$ cat config.mk
export PLATFORM = sky130hd
export DESIGN_NAME = regfile_ctrl
export DESIGN_NICKNAME = d
export VERILOG_FILES = /design/src/rtl/regfile_ctrl.sv
export SDC_FILE = /design/constraint.sdc
export NUM_CORES = 1
export LEC_CHECK = 0
export BUFFER_PORTS_ARGS = -buffer_cell sky130_fd_sc_hd__buf_2
export CAP_MARGIN = 20
export CORE_MARGIN = 5
export CORE_UTILIZATION = 41
export DETAILED_ROUTE_END_ITERATION = 6
export PLACE_DENSITY = 0.85
export SYNTH_ARGS = -nofsm -noshare
export SYNTH_HDL_FRONTEND = slang
export SYNTH_SLANG_ARGS = --single-unit
$ cat constraint.sdc
create_clock -name clk -period 1.5 [get_ports clk]
set_clock_uncertainty 0.05 [all_clocks]
set_input_delay 0.45 -clock clk [delete_from_list [all_inputs] [get_ports clk]]
set_output_delay 0.45 -clock clk [all_outputs]
set_load 0.02 [all_outputs]
$ cat src/rtl/regfile_ctrl.sv
// Register-file front-end controller: post-reset clear sweep, core writeback
// pass-through, and one-register-per-request debug access over a req/ack handshake.
module regfile_ctrl #(
    parameter int                ADDR_W   = 5,
    parameter int                DATA_W   = 32,
    parameter int                NUM_REGS = 32,
    parameter logic [DATA_W-1:0] INIT_VAL = {DATA_W{1'b0}}
) (
    input  logic              clk,
    input  logic              rst_n,
    input  logic              core_we,
    input  logic [ADDR_W-1:0] core_waddr,
    input  logic [DATA_W-1:0] core_wdata,
    input  logic [ADDR_W-1:0] core_a2,
    output logic              core_stall,
    output logic              init_done,
    input  logic              dbg_req,
    input  logic              dbg_we,
    input  logic [ADDR_W-1:0] dbg_addr,
    input  logic [DATA_W-1:0] dbg_wdata,
    output logic              dbg_ack,
    output logic [DATA_W-1:0] dbg_rdata,
    input  logic [DATA_W-1:0] rf_rd2,
    output logic              rf_we3,
    output logic [ADDR_W-1:0] rf_a3,
    output logic [DATA_W-1:0] rf_wd3,
    output logic [ADDR_W-1:0] rf_a2
);

    localparam logic [ADDR_W-1:0] LAST_ADDR = ADDR_W'(NUM_REGS - 1);
    localparam logic [ADDR_W-1:0] ONE_ADDR  = ADDR_W'(1);
    localparam logic [ADDR_W-1:0] ZERO_ADDR = {ADDR_W{1'b0}};

    typedef enum logic [1:0] {
        ST_INIT = 2'd0,
        ST_IDLE = 2'd1,
        ST_DBG  = 2'd2,
        ST_ACK  = 2'd3
    } state_t;

    state_t              r_state;
    state_t              w_next_state;
    logic [ADDR_W-1:0]   r_cnt;
    logic                r_dbg_we_q;
    logic [ADDR_W-1:0]   r_dbg_addr_q;
    logic [DATA_W-1:0]   r_dbg_wdata_q;
    logic [DATA_W-1:0]   r_dbg_rdata;
    logic                r_init_done;
    logic                r_dbg_ack;
    logic                w_dbg_wr;

    // x0 is hardwired in the register file, so a debug write to it is dropped here.
    assign w_dbg_wr = r_dbg_we_q && (r_dbg_addr_q != ZERO_ADDR);

    // State register
    always_ff @(posedge clk) begin
        if (!rst_n) begin
            r_state <= ST_INIT;
        end else begin
            r_state <= w_next_state;
        end
    end

    // Next-state logic
    always_comb begin
        w_next_state = r_state;
        case (r_state)
            ST_INIT: begin
                if (r_cnt == LAST_ADDR) w_next_state = ST_IDLE;
                else                    w_next_state = ST_INIT;
            end
            ST_IDLE: begin
                if (dbg_req) w_next_state = ST_DBG;
                else         w_next_state = ST_IDLE;
            end
            ST_DBG: w_next_state = ST_ACK;
            ST_ACK: begin
                if (dbg_req) w_next_state = ST_ACK;
                else         w_next_state = ST_IDLE;
            end
            default: w_next_state = ST_INIT;
        endcase
    end

    // Port steering: core owns the ports except during the sweep and the debug cycle
    always_comb begin
        core_stall = 1'b0;
        rf_we3     = core_we;
        rf_a3      = core_waddr;
        rf_wd3     = core_wdata;
        rf_a2      = core_a2;
        case (r_state)
            ST_INIT: begin
                core_stall = 1'b1;
                rf_we3     = 1'b1;
                rf_a3      = r_cnt;
                rf_wd3     = INIT_VAL;
            end
            ST_DBG: begin
                core_stall = 1'b1;
                rf_we3     = w_dbg_wr;
                rf_a3      = r_dbg_addr_q;
                rf_wd3     = r_dbg_wdata_q;
                rf_a2      = r_dbg_addr_q;
            end
            default: begin
                core_stall = 1'b0;
            end
        endcase
    end

    // Sweep counter, debug request capture and registered status outputs
    always_ff @(posedge clk) begin
        if (!rst_n) begin
            r_cnt         <= ONE_ADDR;
            r_init_done   <= 1'b0;
            r_dbg_ack     <= 1'b0;
            r_dbg_rdata   <= {DATA_W{1'b0}};
            r_dbg_we_q    <= 1'b0;
            r_dbg_addr_q  <= ZERO_ADDR;
            r_dbg_wdata_q <= {DATA_W{1'b0}};
        end else begin
            if (r_state == ST_INIT) r_cnt <= r_cnt + ONE_ADDR;
            else                    r_cnt <= r_cnt;

            if ((r_state == ST_INIT) && (r_cnt == LAST_ADDR)) r_init_done <= 1'b1;
            else                                              r_init_done <= r_init_done;

            r_dbg_ack <= (w_next_state == ST_ACK);

            if ((r_state == ST_IDLE) && dbg_req) begin
                r_dbg_we_q    <= dbg_we;
                r_dbg_addr_q  <= dbg_addr;
                r_dbg_wdata_q <= dbg_wdata;
            end else begin
                r_dbg_we_q    <= r_dbg_we_q;
                r_dbg_addr_q  <= r_dbg_addr_q;
                r_dbg_wdata_q <= r_dbg_wdata_q;
            end

            // Read and write share this edge, so a debug write captures the old value.
            if (r_state == ST_DBG) r_dbg_rdata <= rf_rd2;
            else                   r_dbg_rdata <= r_dbg_rdata;
        end
    end

    assign init_done = r_init_done;
    assign dbg_ack   = r_dbg_ack;
    assign dbg_rdata = r_dbg_rdata;

endmodule

Word level (Yosys, flattened, before mapping)
Cells that the tools add are included.
Storage, ports and cells
  register bits after elaboration: 79
  bits of input ports: 116
  word-level logic and storage cells: 29
Operators by class
  add/sub/neg operators: 1
  eq/ne operators: 5
  muxes and demuxes: 9
  reductions and logical operators: 6
Operators with widths (count)
  one-hot mux 32 bit (2 select lines): 1
  one-hot mux 5 bit (2 select lines): 1
  one-hot mux 2 bit (4 select lines): 1
  equality test 2 bit (second input constant): 3
  adder 5 x 1 -> 5 bit (second input constant): 1
  equality test 5 bit (second input constant): 1
  two-way mux 5 bit: 1
  nonzero test 5 bit: 1
  two-way mux 2 bit: 2
  logical AND 1 bit: 3
  equality test 2 x 1 -> 1 bit (second input constant): 1
  logical NOT 2 bit: 1
  two-way mux 1 bit: 2
  one-hot mux 1 bit (2 select lines): 1
  OR reduction 2 bit: 1

Longest topological paths before layout
  depth after elaboration: 4
  gate-level depth with buffers: 6

Worst setup path after synthesis
No wires, ideal clock.
  path kind: register to output
  start: reg r_state[1]
  end: out rf_wd3[0]
  arrival time: 1263 ps
  data required time: 1000 ps
  setup slack: -263 ps
  stages on the path, launching flop included: 5
  path buffers: 2
  cell sequence: dfxtp_1 buf_6 clkbuf_1 nand2_1 o21ai_0
Between the ends
  longest elaborated chain between the ends: 2
Ends and longest elaborated chain
  start, declared: line 41  | state_t r_state;
  start signal, assigned: line 60  | r_state <= w_next_state;
  equality test 2 bit / logical NOT 2 bit (equally long branches): line 92  | case (r_state)
  one-hot mux 32 bit (2 select lines) (*): line 92
  end, declared: line 26  | output logic [DATA_W-1:0] rf_wd3,
Mark *: on every way between the ends. The rest lies on a longest branch, timed or not.

Worst setup path after layout
  start: reg r_dbg_addr_q[0]
  end: out rf_we3
Between the ends
  longest elaborated chain between the ends: 3
Ends and longest elaborated chain
  start, declared: line 45  | logic [ADDR_W-1:0] r_dbg_addr_q;
  start signal, assigned: line 133  | r_dbg_addr_q <= dbg_addr;
  start signal, assigned: line 137  | r_dbg_addr_q <= r_dbg_addr_q;
  nonzero test 5 bit: line 53  | assign w_dbg_wr = r_dbg_we_q && (r_dbg_addr_q != ZERO_ADDR);
  logical AND 1 bit: line 53
  one-hot mux 1 bit (2 select lines): line 92
  end, declared: line 24  | output logic rf_we3,
No other way between the ends.

==> reports/metrics.cfg <==
[timing]
rsz0062_at_grt = yes
fin_crit_sh = 1.404
tightest_slew_ps = 275.1
holdWs_ps = 277.0
slew_headroom = 0.8166
setup_violations = 83
max_freq_mhz = 474.8
setup_slack_ps = -606.1
min_period_ps = 2106
final_hold_viol_count = 0
drv_slew = 0

[detailed_routing]
dr_wl_met3_um = 1210
met2_length_um = 8143
viasPerCell = 5.364
routed.top_layer = met4
firstDrtPassIters = 5
ant_nets = 0
drt-initial-drc-count = 203
wl_met1_um = 5503
totalWireLength_um = 15590
wl_per_cell_um = 18.99
vias = 4404
drc = 0

[placed_design]
globalplace.congestion = 0.8291
pre_cts_ws_ps = -178.4
portBuffers = 193
hpwlAfterDp_um = 7656
dpl_cell_area_um2 = 4910

[critical_path]
worst_path_max_delay_cell = or4_4
critPathArrivalTime_ps = 1610
crit_family = simple AND/OR/NAND/NOR gates
startpoint_type = flip-flop
path_max_fanout = 2
path_class = reg -> out
slowest_delay_ps = 540
cp.required_ps = 1000
crit_buf_inv = 1
crit_chain = or4_4 > o21ai_2 > o21ai_2 > buf_6
cpMostUsedCell = o21ai_2
cp-end-kind = output port

[global_route]
grt_remaining_overflow = 0
grt_pass1_wl_um = 19820
grt_max_degree = 81
antenna_found_initial = 0
grtUsageTotal = 0.2188
grt_pass1_vias = 4235

[cells_and_area]
post-route-util = 0.7770
syn_to_final_growth_pct = 85.51
fin_area_um2 = 6743
drive_gt1_frac = 0.5820
layout.nets = 826
diodes = 0
fillers = 538

[floorplan]
die_h_um = 104.2
die_x_um = 104.2
initial_core_util = 0.4188
num_rows = 34
pin_count = 194
die-area_um2 = 10850
coreArea_um2 = 8678

[outcome]
violations = setup timing
outcome = finished with violations

[flow_run]
max_cap_viol_count = 0

[logic_synthesis]
yosysSeqAreaShare = 0.4351
syn_avg_cell_area_um2 = 7.464
synth_nets = 605
ys_ff_latch = 79
syn_area_um2 = 3635
synth_cell_types = 28
syn_inst = 487
yosys_warnings = 0

[clock_tree]
cts_buffer_depth = 2
cts_htree_levels = 3
cts_tree = done
path_clk_slew_ps = 80
clk_latency_ps = 350
clock-root-buffer = clkbuf_8
cts_made_buffers = 9
clock-sinks = 79
hold_buffers = 0

[power_and_ir_drop]
power_density_nw_per_um2 = 632.6
power_leakage_nw = 3.335
ir_worst_vdd_mv = 0.5320

[worst_hold_path]
hold_path_class = in -> reg

==> cells in the mapped netlist <==
library cell / n / area [um^2]
nor3b_1: 1 / 7.510
buf_2: 6 / 30.03
dfxtp_1: 79 / 1582
or4_1: 1 / 7.510
xor2_1: 1 / 8.760
o21ai_0: 41 / 205.2
nor2_2: 1 / 6.260
a21boi_1: 40 / 300.3
clkbuf_1: 19 / 71.32
o311a_1: 1 / 10.01
ha_1: 2 / 25.02
o211a_1: 1 / 10.01
inv_1: 1 / 3.750
and3_1: 1 / 6.260
and2_1: 1 / 6.260
nand2b_1: 2 / 12.51
xnor2_1: 1 / 8.760
buf_4: 7 / 52.55
nand4_1: 1 / 6.260
nand3b_1: 1 / 7.510
and2b_1: 1 / 7.510
buf_6: 6 / 67.56
a21boi_0: 33 / 247.7
a21oi_1: 2 / 10.01
and3b_1: 1 / 8.760
nor2b_1: 1 / 6.260
mux2i_1: 6 / 60.06
nand2_1: 229 / 859.6
==> cell usage in the layout (no fill, tap or decap), types with 3 or more instances in the layout <==
cell type | Yosys | routed
nand2_1 | 229 | 145
nand2_4 | 0 | 47
o21ai_4 | 0 | 18
clkbuf_16 | 0 | 7
a21boi_0 | 33 | 7
mux2i_2 | 0 | 5
o21ai_2 | 0 | 20
buf_6 | 6 | 54
nand2_2 | 0 | 37
a21boi_1 | 40 | 51
buf_8 | 0 | 3
buf_12 | 0 | 18
a21boi_2 | 0 | 15
clkbuf_8 | 0 | 10
buf_2 | 6 | 150
buf_16 | 0 | 4
dfxtp_1 | 79 | 76
buf_4 | 7 | 12
==> per-stage QoR <==
stage	setup TNS [ps]	std cells	power [W]
floorplan	-216.5	487	0.002281
global placement	-178.7	769	0.002459
detailed placement	-211.7	769	0.002468
CTS	-20630	814	0.004227
global route	-31690	821	0.004413
finish	-27840	821	0.004266
==> flip-flops by register name (all words and copies together), names as in the netlist <==
| name | count |
|---|---|
| init_done | 1 |
| dbg_ack | 1 |
| r_dbg_addr_q | 5 |
| r_state | 2 |
| r_dbg_wdata_q | 32 |
| r_dbg_we_q | 1 |
| r_cnt | 5 |
| dbg_rdata | 32 |
==> timing repair <==
item / 4_1_cts / 5_1_grt
gates resized for setup: 165 / 161
pin swaps: 41 / 79
gates cloned: 9 / 9
buffers inserted: 20 / 6
setup endpoints to repair: 44 / 115
==> per-layer routing <==
metal  vias to the layer above  track usage
li1                       2028            -
met1                      2063       0.2385
met2                       253       0.3944
met3                        60      0.06580
met4                         0      0.08511
met5                         -            0
==> worst min-delay path: cells and delay by family <==
kind | cells | cell delay [ps]
buffers and inverters | 1 | 90
AND/OR/NAND/NOR | 1 | 40
AO/OA/AOI/OAI | 1 | 40
==> worst paths after layout <==
| check | start | endpoint | slack, ps | cells after the start |
|---|---|---|---|---|
| max reg2reg | r_state[0]$_SDFF_PN0_ | r_dbg_wdata_q[14]$_SDFFE_PN0P_ | -300 | 8 |
| min | rf_rd2[27] | dbg_rdata[27]$_SDFFE_PN0P_ | 280 | 3 |
| max | r_dbg_addr_q[0]$_SDFFE_PN0P_ | rf_we3 | -610 | 4 |
| min reg2reg | dbg_rdata[23]$_SDFFE_PN0P_ | dbg_rdata[23]$_SDFFE_PN0P_ | 400 | 2 |
==> final cells by class <==
type / count / area (um^2) / area share
inverter: 1 / 8.758 / 0.001299
timing repair buffer: 248 / 2140 / 0.3173
tap: 108 / 135.1 / 0.02004
clock inverter: 5 / 81.33 / 0.01206
sequential: 79 / 1590 / 0.2359
multi-input combinational: 369 / 2646 / 0.3925
clock buffer: 11 / 141.4 / 0.02097
==> kinds of logic (layout without fill, tap and decap cells) <==
kind of cell / Yosys count / in the layout / synth area share
XOR/XNOR: 2 / 2 / 0.004820
AO/OA/AOI/OAI: 118 / 118 / 0.2155
buffers and inverters: 39 / 265 / 0.06196
multiplexers: 6 / 6 / 0.01652
flip-flops: 79 / 79 / 0.4351
AND/OR/NAND/NOR: 241 / 241 / 0.2592
adder cells (fa/ha/maj): 2 / 2 / 0.006884
==> where the power goes <==
part           switching (W)  leakage (nW)  total [W]  internal, W
Clock               0.000786         0.110    0.00177     0.000984
Sequential         0.0000166         0.639    0.00212      0.00210
Combinational       0.000170          2.59   0.000376     0.000206
Total               0.000973          3.33    0.00427      0.00329
No activity file was read; power rests on OpenSTA's default activity.
